File: config.mk
export PLATFORM = sky130hd
export DESIGN_NAME = ex_stage
export DESIGN_NICKNAME = d
export VERILOG_FILES = /design/src/rtl/ex_stage.sv
export SDC_FILE = /design/constraint.sdc
export NUM_CORES = 2
export LEC_CHECK = 0
export BUFFER_PORTS_ARGS = -buffer_cell sky130_fd_sc_hd__buf_2
export CAP_MARGIN = 30
export CORE_ASPECT_RATIO = 2
export CORE_UTILIZATION = 55
export DETAILED_ROUTE_END_ITERATION = 10
export GPL_TIMING_DRIVEN = 0
export HOLD_SLACK_MARGIN = 0.08
export PLACE_DENSITY = 0.79
export SETUP_SLACK_MARGIN = 0.3
export SYNTH_ARGS = -nofsm -noshare
export SYNTH_HDL_FRONTEND = slang
export SYNTH_SLANG_ARGS = --single-unit
File: constraint.sdc
create_clock -name clk -period 7.33 [get_ports clk]
set_input_delay 0.733 -clock clk [delete_from_list [all_inputs] [get_ports clk]]
set_output_delay 0.733 -clock clk [all_outputs]
set_load 0.05 [all_outputs]
File: src/rtl/ex_stage.sv
// TinyRISC execute stage: ALU, flags, branch resolution, iterative signed divider
// and the EX/MA pipeline register.
module ex_stage (
    input  logic        clk,
    input  logic        rst_n,
    input  logic        valid_in,
    input  logic [31:0] PC_in,
    input  logic [31:0] instruction_in,
    input  logic [21:0] ControlWord_in,
    input  logic [31:0] op1,
    input  logic [31:0] op2,
    input  logic [31:0] immx,
    input  logic [31:0] branchTarget_in,
    output logic        stall,
    output logic        isBranchTaken,
    output logic [31:0] branchPC,
    output logic        valid,
    output logic [31:0] PC,
    output logic [31:0] instruction_MA,
    output logic [21:0] ControlWord,
    output logic [31:0] aluResult,
    output logic [31:0] op2_out
);

    typedef enum logic [1:0] {S_IDLE, S_BUSY, S_DONE} div_state_t;

    div_state_t  r_state, w_state_nxt;
    logic [4:0]  r_cnt;
    logic [31:0] r_quo, r_rem, r_dvs;
    logic        r_neg_q, r_neg_r, r_dvs_zero;
    logic        r_flag_e, r_flag_gt;

    logic        w_is_add, w_is_sub, w_is_cmp, w_is_mul, w_is_div, w_is_mod;
    logic        w_is_lsl, w_is_lsr, w_is_asr, w_is_or, w_is_st, w_is_ld;
    logic        w_is_and, w_is_not, w_is_mov, w_is_imm;
    logic        w_is_beq, w_is_bgt, w_is_ubr, w_is_ret, w_is_call;
    logic [31:0] w_b, w_alu, w_result, w_abs_a, w_abs_b, w_q_final, w_r_final;
    logic [32:0] w_rem_sh, w_rem_diff;
    logic        w_divop, w_start;

    assign w_is_add  = ControlWord_in[0];
    assign w_is_sub  = ControlWord_in[1];
    assign w_is_cmp  = ControlWord_in[2];
    assign w_is_mul  = ControlWord_in[3];
    assign w_is_div  = ControlWord_in[4];
    assign w_is_mod  = ControlWord_in[5];
    assign w_is_lsl  = ControlWord_in[6];
    assign w_is_lsr  = ControlWord_in[7];
    assign w_is_asr  = ControlWord_in[8];
    assign w_is_or   = ControlWord_in[9];
    assign w_is_st   = ControlWord_in[10];
    assign w_is_ld   = ControlWord_in[11];
    assign w_is_and  = ControlWord_in[12];
    assign w_is_not  = ControlWord_in[13];
    assign w_is_mov  = ControlWord_in[14];
    assign w_is_imm  = ControlWord_in[16];
    assign w_is_beq  = ControlWord_in[17];
    assign w_is_bgt  = ControlWord_in[18];
    assign w_is_ubr  = ControlWord_in[19];
    assign w_is_ret  = ControlWord_in[20];
    assign w_is_call = ControlWord_in[21];

    assign w_b     = w_is_imm ? immx : op2;
    assign w_divop = w_is_div | w_is_mod;
    assign w_start = (r_state == S_IDLE) & valid_in & w_divop;
    assign stall   = w_start | (r_state == S_BUSY);

    assign isBranchTaken = valid_in & ~stall &
                           (w_is_ubr | w_is_call | w_is_ret |
                            (w_is_beq & r_flag_e) | (w_is_bgt & r_flag_gt));
    assign branchPC = w_is_ret ? op1 : branchTarget_in;

    always_comb begin
        w_alu = '0;
        if (w_is_add | w_is_ld | w_is_st) w_alu = op1 + w_b;
        else if (w_is_sub)  w_alu = op1 - w_b;
        else if (w_is_mul)  w_alu = op1 * w_b;
        else if (w_is_and)  w_alu = op1 & w_b;
        else if (w_is_or)   w_alu = op1 | w_b;
        else if (w_is_not)  w_alu = ~w_b;
        else if (w_is_mov)  w_alu = w_b;
        else if (w_is_lsl)  w_alu = op1 << w_b[4:0];
        else if (w_is_lsr)  w_alu = op1 >> w_b[4:0];
        else if (w_is_asr)  w_alu = $signed(op1) >>> w_b[4:0];
        else if (w_is_call) w_alu = PC_in + 32'd4;
    end

    // Restoring divider on magnitudes; signs are reapplied once all 32 steps are done.
    assign w_abs_a    = op1[31] ? -op1 : op1;
    assign w_abs_b    = w_b[31] ? -w_b : w_b;
    assign w_rem_sh   = {r_rem, r_quo[31]};
    assign w_rem_diff = w_rem_sh - {1'b0, r_dvs};
    assign w_q_final  = r_dvs_zero ? '1 : (r_neg_q ? -r_quo : r_quo);
    assign w_r_final  = r_neg_r ? -r_rem : r_rem;

    assign w_result = w_divop ? ((r_state == S_DONE) ? (w_is_div ? w_q_final : w_r_final) : '0)
                              : w_alu;

    always_comb begin
        w_state_nxt = r_state;
        case (r_state)
            S_IDLE:  if (w_start) w_state_nxt = S_BUSY;
            S_BUSY:  if (r_cnt == 5'd31) w_state_nxt = S_DONE;
            S_DONE:  w_state_nxt = S_IDLE;
            default: w_state_nxt = S_IDLE;
        endcase
    end

    always_ff @(posedge clk or negedge rst_n) begin
        if (!rst_n) begin
            r_state    <= S_IDLE;
            r_cnt      <= '0;
            r_quo      <= '0;
            r_rem      <= '0;
            r_dvs      <= '0;
            r_neg_q    <= 1'b0;
            r_neg_r    <= 1'b0;
            r_dvs_zero <= 1'b0;
        end else begin
            r_state <= w_state_nxt;
            if (w_start) begin
                r_quo      <= w_abs_a;
                r_rem      <= '0;
                r_dvs      <= w_abs_b;
                r_neg_q    <= op1[31] ^ w_b[31];
                r_neg_r    <= op1[31];
                r_dvs_zero <= (w_b == '0);
                r_cnt      <= '0;
            end else if (r_state == S_BUSY) begin
                r_cnt <= r_cnt + 5'd1;
                r_quo <= {r_quo[30:0], ~w_rem_diff[32]};
                r_rem <= w_rem_diff[32] ? w_rem_sh[31:0] : w_rem_diff[31:0];
            end
        end
    end

    always_ff @(posedge clk or negedge rst_n) begin
        if (!rst_n) begin
            r_flag_e  <= 1'b0;
            r_flag_gt <= 1'b0;
        end else if (valid_in & ~stall & w_is_cmp) begin
            r_flag_e  <= (op1 == w_b);
            r_flag_gt <= ($signed(op1) > $signed(w_b));
        end
    end

    always_ff @(posedge clk or negedge rst_n) begin
        if (!rst_n) begin
            valid          <= 1'b0;
            PC             <= '0;
            instruction_MA <= '0;
            ControlWord    <= '0;
            aluResult      <= '0;
            op2_out        <= '0;
        end else if (stall | ~valid_in) begin
            valid          <= 1'b0;
            PC             <= '0;
            instruction_MA <= '0;
            ControlWord    <= '0;
            aluResult      <= '0;
            op2_out        <= '0;
        end else begin
            valid          <= 1'b1;
            PC             <= PC_in;
            instruction_MA <= instruction_in;
            ControlWord    <= ControlWord_in;
            aluResult      <= w_result;
            op2_out        <= op2;
        end
    end

endmodule
==> results of run 1 <==
==> per-layer routing <==
metal	track usage (%)	overflow
met2	103	1246
met3	68.6	36
met5	36.4	13
met1	81.0	16
met4	89.3	609
==> through the flow <==
step	hold WS [ns]	cells	TNS [ns]	setup slack, ns	cell area, sq um
after CTS	0.106	6295	-13.77	-1.29	46800
after detailed placement	0.472	6202	-63.28	-3.92	44200
after global placement	0.463	6145	-68.10	-4.14	43400
after floorplan	0.437	4836	-6.88	-0.785	40300
==> repair_timing <==
item / 4_1_cts
resized for setup: 310
hold endpoints to repair: 0
setup buffers: 51
setup endpoints to repair: 26
pin swaps: 63
==> cells by family after synthesis <==
logic type                 synth area share (%)
and+or+nand+nor                            16.6
AOI/OAI and AO/OA                          17.1
buffers and inverters                      8.49
adders and majority gates                  28.6
xor gates and xnor gates                   6.42
DFF                                        16.2
muxes                                      6.57
==> impl_metrics.csv, run 1 <==
group,metric,value,unit
run_status,run_status,"stopped before the end",
run_status,stop_stage,"5_1_grt",
run_status,error,"[ERROR GRT-0116] Global routing finished with congestion. Check the congestion regions in the DRC Viewer.",
logic_synthesis,synthesis.nets,5723,
die,rows,139,
global_route,grt.total_usage,84.7,%
logic_synthesis,async_flop_share,100,%
logic_synthesis,synth_top_area_share,20.5,%
logic_synthesis,yosys_warnings,0,
die,die_w,193,microns
placement,globalplace.congestion,1.27,
logic_synthesis,synth_ff_type,"dfrtp_1",
logic_synthesis,ys_ff_latch,259,
clock_tree,htree_levels,1,
global_route,grt_start_max_net_pins,129,
logic_synthesis,synth-edff-count,0,
clock_tree,hold_buffers,0,
logic_synthesis,syn_area_per_cell,8.28,sq um
logic_synthesis,synth.distinct_cells,91,
logic_synthesis,synth_area,0.0401,sq mm
die,chipHeight,384,microns
die,start_util,55.6,%
logic_synthesis,synth_common_cells,"nor2_1, inv_1, nand2_1",
clock_tree,clk_path_buf_depth,3,
clock_tree,cts_buffers,23,
clock_tree,cts_sinks,259,
global_route,grt_pass1_vias,55700,
placement,numPortBuffers,393,
global_route,grt-ovfl-total,1920,
logic_synthesis,synth_most_common_cell,"nor2_1",
logic_synthesis,yosys.area.top_type,"fa_1",
logic_synthesis,postSynthCellCount,4836,
die,io_pins,402,
placement,hpwlAfterDp,198000,microns
clock_tree,cts-root-buf,"clkbuf_16",
logic_synthesis,ys_seq_area_share,16.2,%
global_route,grt_pass1_wl,464000,microns
logic_synthesis,synth_area_leaders,"fa_1, dfrtp_1, ha_1",
==> run 2: changes to the inputs <==
==> config.mk (replaced) <==
export PLATFORM = sky130hd
export DESIGN_NAME = ex_stage
export DESIGN_NICKNAME = d
export VERILOG_FILES = /design/src/rtl/ex_stage.sv
export SDC_FILE = /design/constraint.sdc
export NUM_CORES = 2
export LEC_CHECK = 0
export BUFFER_PORTS_ARGS = -buffer_cell sky130_fd_sc_hd__buf_2
export CAP_MARGIN = 30
export CORE_UTILIZATION = 40
export DETAILED_ROUTE_END_ITERATION = 10
export GPL_TIMING_DRIVEN = 0
export PLACE_DENSITY_LB_ADDON = 0.15
export SYNTH_ARGS = -nofsm -noshare
export SYNTH_HDL_FRONTEND = slang
export SYNTH_SLANG_ARGS = --single-unit
==> run 2 against run 1 <==
Against the previous run: the flow now finishes, with violations (setup timing); area after synthesis unchanged; synthesized cell count unchanged.
==> impl_metrics.csv, run 2 <==
group,metric,value,unit
final_layout,final_common_cell,"nor2_1",
global_route,grt-ovfl-total,0,
logic_synthesis,ys_ff_latch,259,
logic_synthesis,synth-xor-area-share,6.42,%
timing,clock_skew,0.0354,ns
worst_setup_path,crit_top_cell,"fa_1",
worst_setup_path,crit_family,"adder cells",
die,rows,115,
route,vias,44500,
final_layout,layout_common_cells,"nor2_1, inv_1, nand2_1, buf_2, fa_1",
clock_tree,cts_sinks,259,
worst_setup_path,critPathKind,"in2reg",
clock_tree,hold_buffers,0,
timing,min_period,8.32,ns
logic_synthesis,synth_compound_area_share,17.1,%
logic_synthesis,synth_top_area_share,20.5,%
placement,numPortBuffers,393,
run,max_cap_viol_count,0,
clock_tree,cts_tree,"yes",
worst_setup_path,rr_startpoint,"r_state[0]",
global_route,grt_antenna_before_repair,31,
route,drt_iter0_drc,6464,
route,drt_wl_total,246000,microns
timing,maxSlewViolCount,0,
logic_synthesis,synth.area.mux_share,6.57,%
die,start_util,40.5,%
die,io_pins,402,
placement,place_ws,-3.56,ns
worst_setup_path,crit_buf_inv,10,
logic_synthesis,yosys.area.top_type,"fa_1",
logic_synthesis,synth.distinct_cells,91,
worst_setup_path,worstPathRequired,7.83,ns
logic_synthesis,synth_most_common_cell,"nor2_1",
worst_setup_path,crit_arrival,8.83,ns
global_route,grt_pass1_wl,337000,microns
run_status,run_status,"finished, violations left",
timing,post-route-period-util,114,%
clock_tree,cts_buffers,30,
logic_synthesis,synth_fa_ha_area_share,28.6,%
logic_synthesis,synth-edff-count,0,
route,wire_per_inst,36.3,microns
run_status,violations,"setup timing",
clock_tree,htree_levels,1,
route,drcViolationCount,0,
worst_setup_path,crit_path_start,"op1[4]",
logic_synthesis,synth_ff_type,"dfrtp_1",
final_layout,area_growth_syn_to_layout,22.2,%
placement,placed_cells,6581,
logic_synthesis,synth_area,0.0401,sq mm
logic_synthesis,synth_area_leaders,"fa_1, dfrtp_1, ha_1",
route,vias_per_cell,6.58,
logic_synthesis,synthesis.nets,5723,
worst_setup_path,cp_slowest_stage_delay,0.67,ns
timing,slew_headroom,15.3,%
worst_setup_path,worst_r2r_endpoint,"aluResult[16]",
worst_setup_path,rrSetupSlack,2.47,ns
clock_tree,path_clk_slew,0.08,ns
die,coreArea,0.0989,sq mm
logic_synthesis,synth_top_family_by_area,"adder cells",
global_route,grt_pass1_vias,42100,
logic_synthesis,syn_area_per_cell,8.28,sq um
hold_path,min_path_type,"in2async",
worst_setup_path,critical-path-slowest-cell,"fa_2",
final_layout,nets,6307,
placement,hpwlAfterDp,192000,microns
final_layout,fillCellCount,9722,
timing,holdWs,0.149,ns
logic_synthesis,postSynthCellCount,4836,
die,die_w,318,microns
clock_tree,cts-root-buf,"clkbuf_16",
final_layout,final_cells,6765,
logic_synthesis,async_flop_share,100,%
die,chipHeight,318,microns
timing,setup_violations,15,
worst_setup_path,critical_path_peak_fanout,10,
route,dr.pass1.iters,9,
placement,globalplace.congestion,1.14,
timing,tightest_slew,1.27,ns
timing,fin_ws,-0.994,ns
timing,hold_viol,0,
global_route,grt_start_max_net_pins,104,
final_layout,drive_gt1_share,20.2,%
logic_synthesis,yosys_warnings,0,
global_route,grt.total_usage,47.6,%
logic_synthesis,synthSimpleGateAreaFrac,16.6,%
logic_synthesis,synth_common_cells,"nor2_1, inv_1, nand2_1",
worst_setup_path,cp-end-kind,"flop",
clock_tree,clk_latency,0.63,ns
timing,fmax,120,MHz
clock_tree,clk_path_buf_depth,3,
worst_setup_path,start_kind,"input port",
timing,grt_setup_unrepaired,"true",
worst_setup_path,reg2regPathDepth,9,
route,ant_nets,0,
logic_synthesis,ys_seq_area_share,16.2,%
die,fp.dieArea,0.101,sq mm
## run 2: per-stage QoR
step           util (%)  TNS, ns  cell area, sq um
2_1_floorplan         -    -6.87             40300
3_3_place_gp       44.4   -63.83             43900
3_5_place_dp       45.3   -53.11             44800
4_1_cts            48.2    -4.95             47600
5_1_grt            49.4    -8.50             48800
6_report           49.5    -7.93             48900
## run 2: worst max path at each step
stage | end | slack [ns] | depth (start not counted)
global route | aluResult[28] | -1.0 | 30
floorplan | aluResult[31] | -0.78 | 32
detailed placement | aluResult[31] | -3.56 | 31
finish | aluResult[31] | -0.99 | 30
global placement | aluResult[31] | -4.18 | 28
CTS | aluResult[31] | -0.72 | 32
## run 2: what timing repair did
item / 4_1_cts / 5_1_grt
gates resized for setup: 351 / 168
endpoints found under the setup margin: 24 / 21
gates cloned: 3 / 1
buffers inserted: 73 / 34
pin swaps: 47 / 87
## run 2: final cells by class
| class | instances | area [sq um] | area share, % |
|---|---|---|---|
| inverter | 531 | 2100 | 4.30 |
| sequential | 259 | 6480 | 13.2 |
| clock inverter | 16 | 156 | 0.320 |
| clock buffer | 39 | 835 | 1.71 |
| antenna | 35 | 87.6 | 0.179 |
| timing repair buffer | 578 | 4040 | 8.26 |
| buffer | 318 | 1960 | 4.01 |
| tap | 1287 | 1610 | 3.29 |
| multi-input combinational | 3702 | 31700 | 64.7 |
## run 2: logic make-up after synthesis
family / after synthesis
flops: 259
xor+xnor: 292
buf+inv: 875
compound gates: 1039
simple gates: 1484
fa+ha+maj: 670
mux: 217
## run 2: layer usage
layer | vias to the layer above | global-route usage [%] | part of all wire, %
met5 | - | 1.75 | 0.070
met4 | 14 | 41.2 | 11
met3 | 1182 | 21.3 | 15
met2 | 3968 | 66.3 | 40
met1 | 21700 | 55.0 | 35
li1 | 17600 | - | -
## run 2: worst register-to-register path, cell delays in order (launching register included)
cell and delay [ns]:
dfrtp_1 0.44, a21oi_1 0.12, or2_2 0.12, clkbuf_1 0.63
nand2_1 0.44, nor2_1 0.88, nand2_1 0.38, a311oi_1 1.07
o221ai_2 0.42, nand3_1 0.28
Power of run 2 is left out: the tool's default activity adds up to more than one toggle a clock period on the data nets, which glitch-free logic cannot reach.
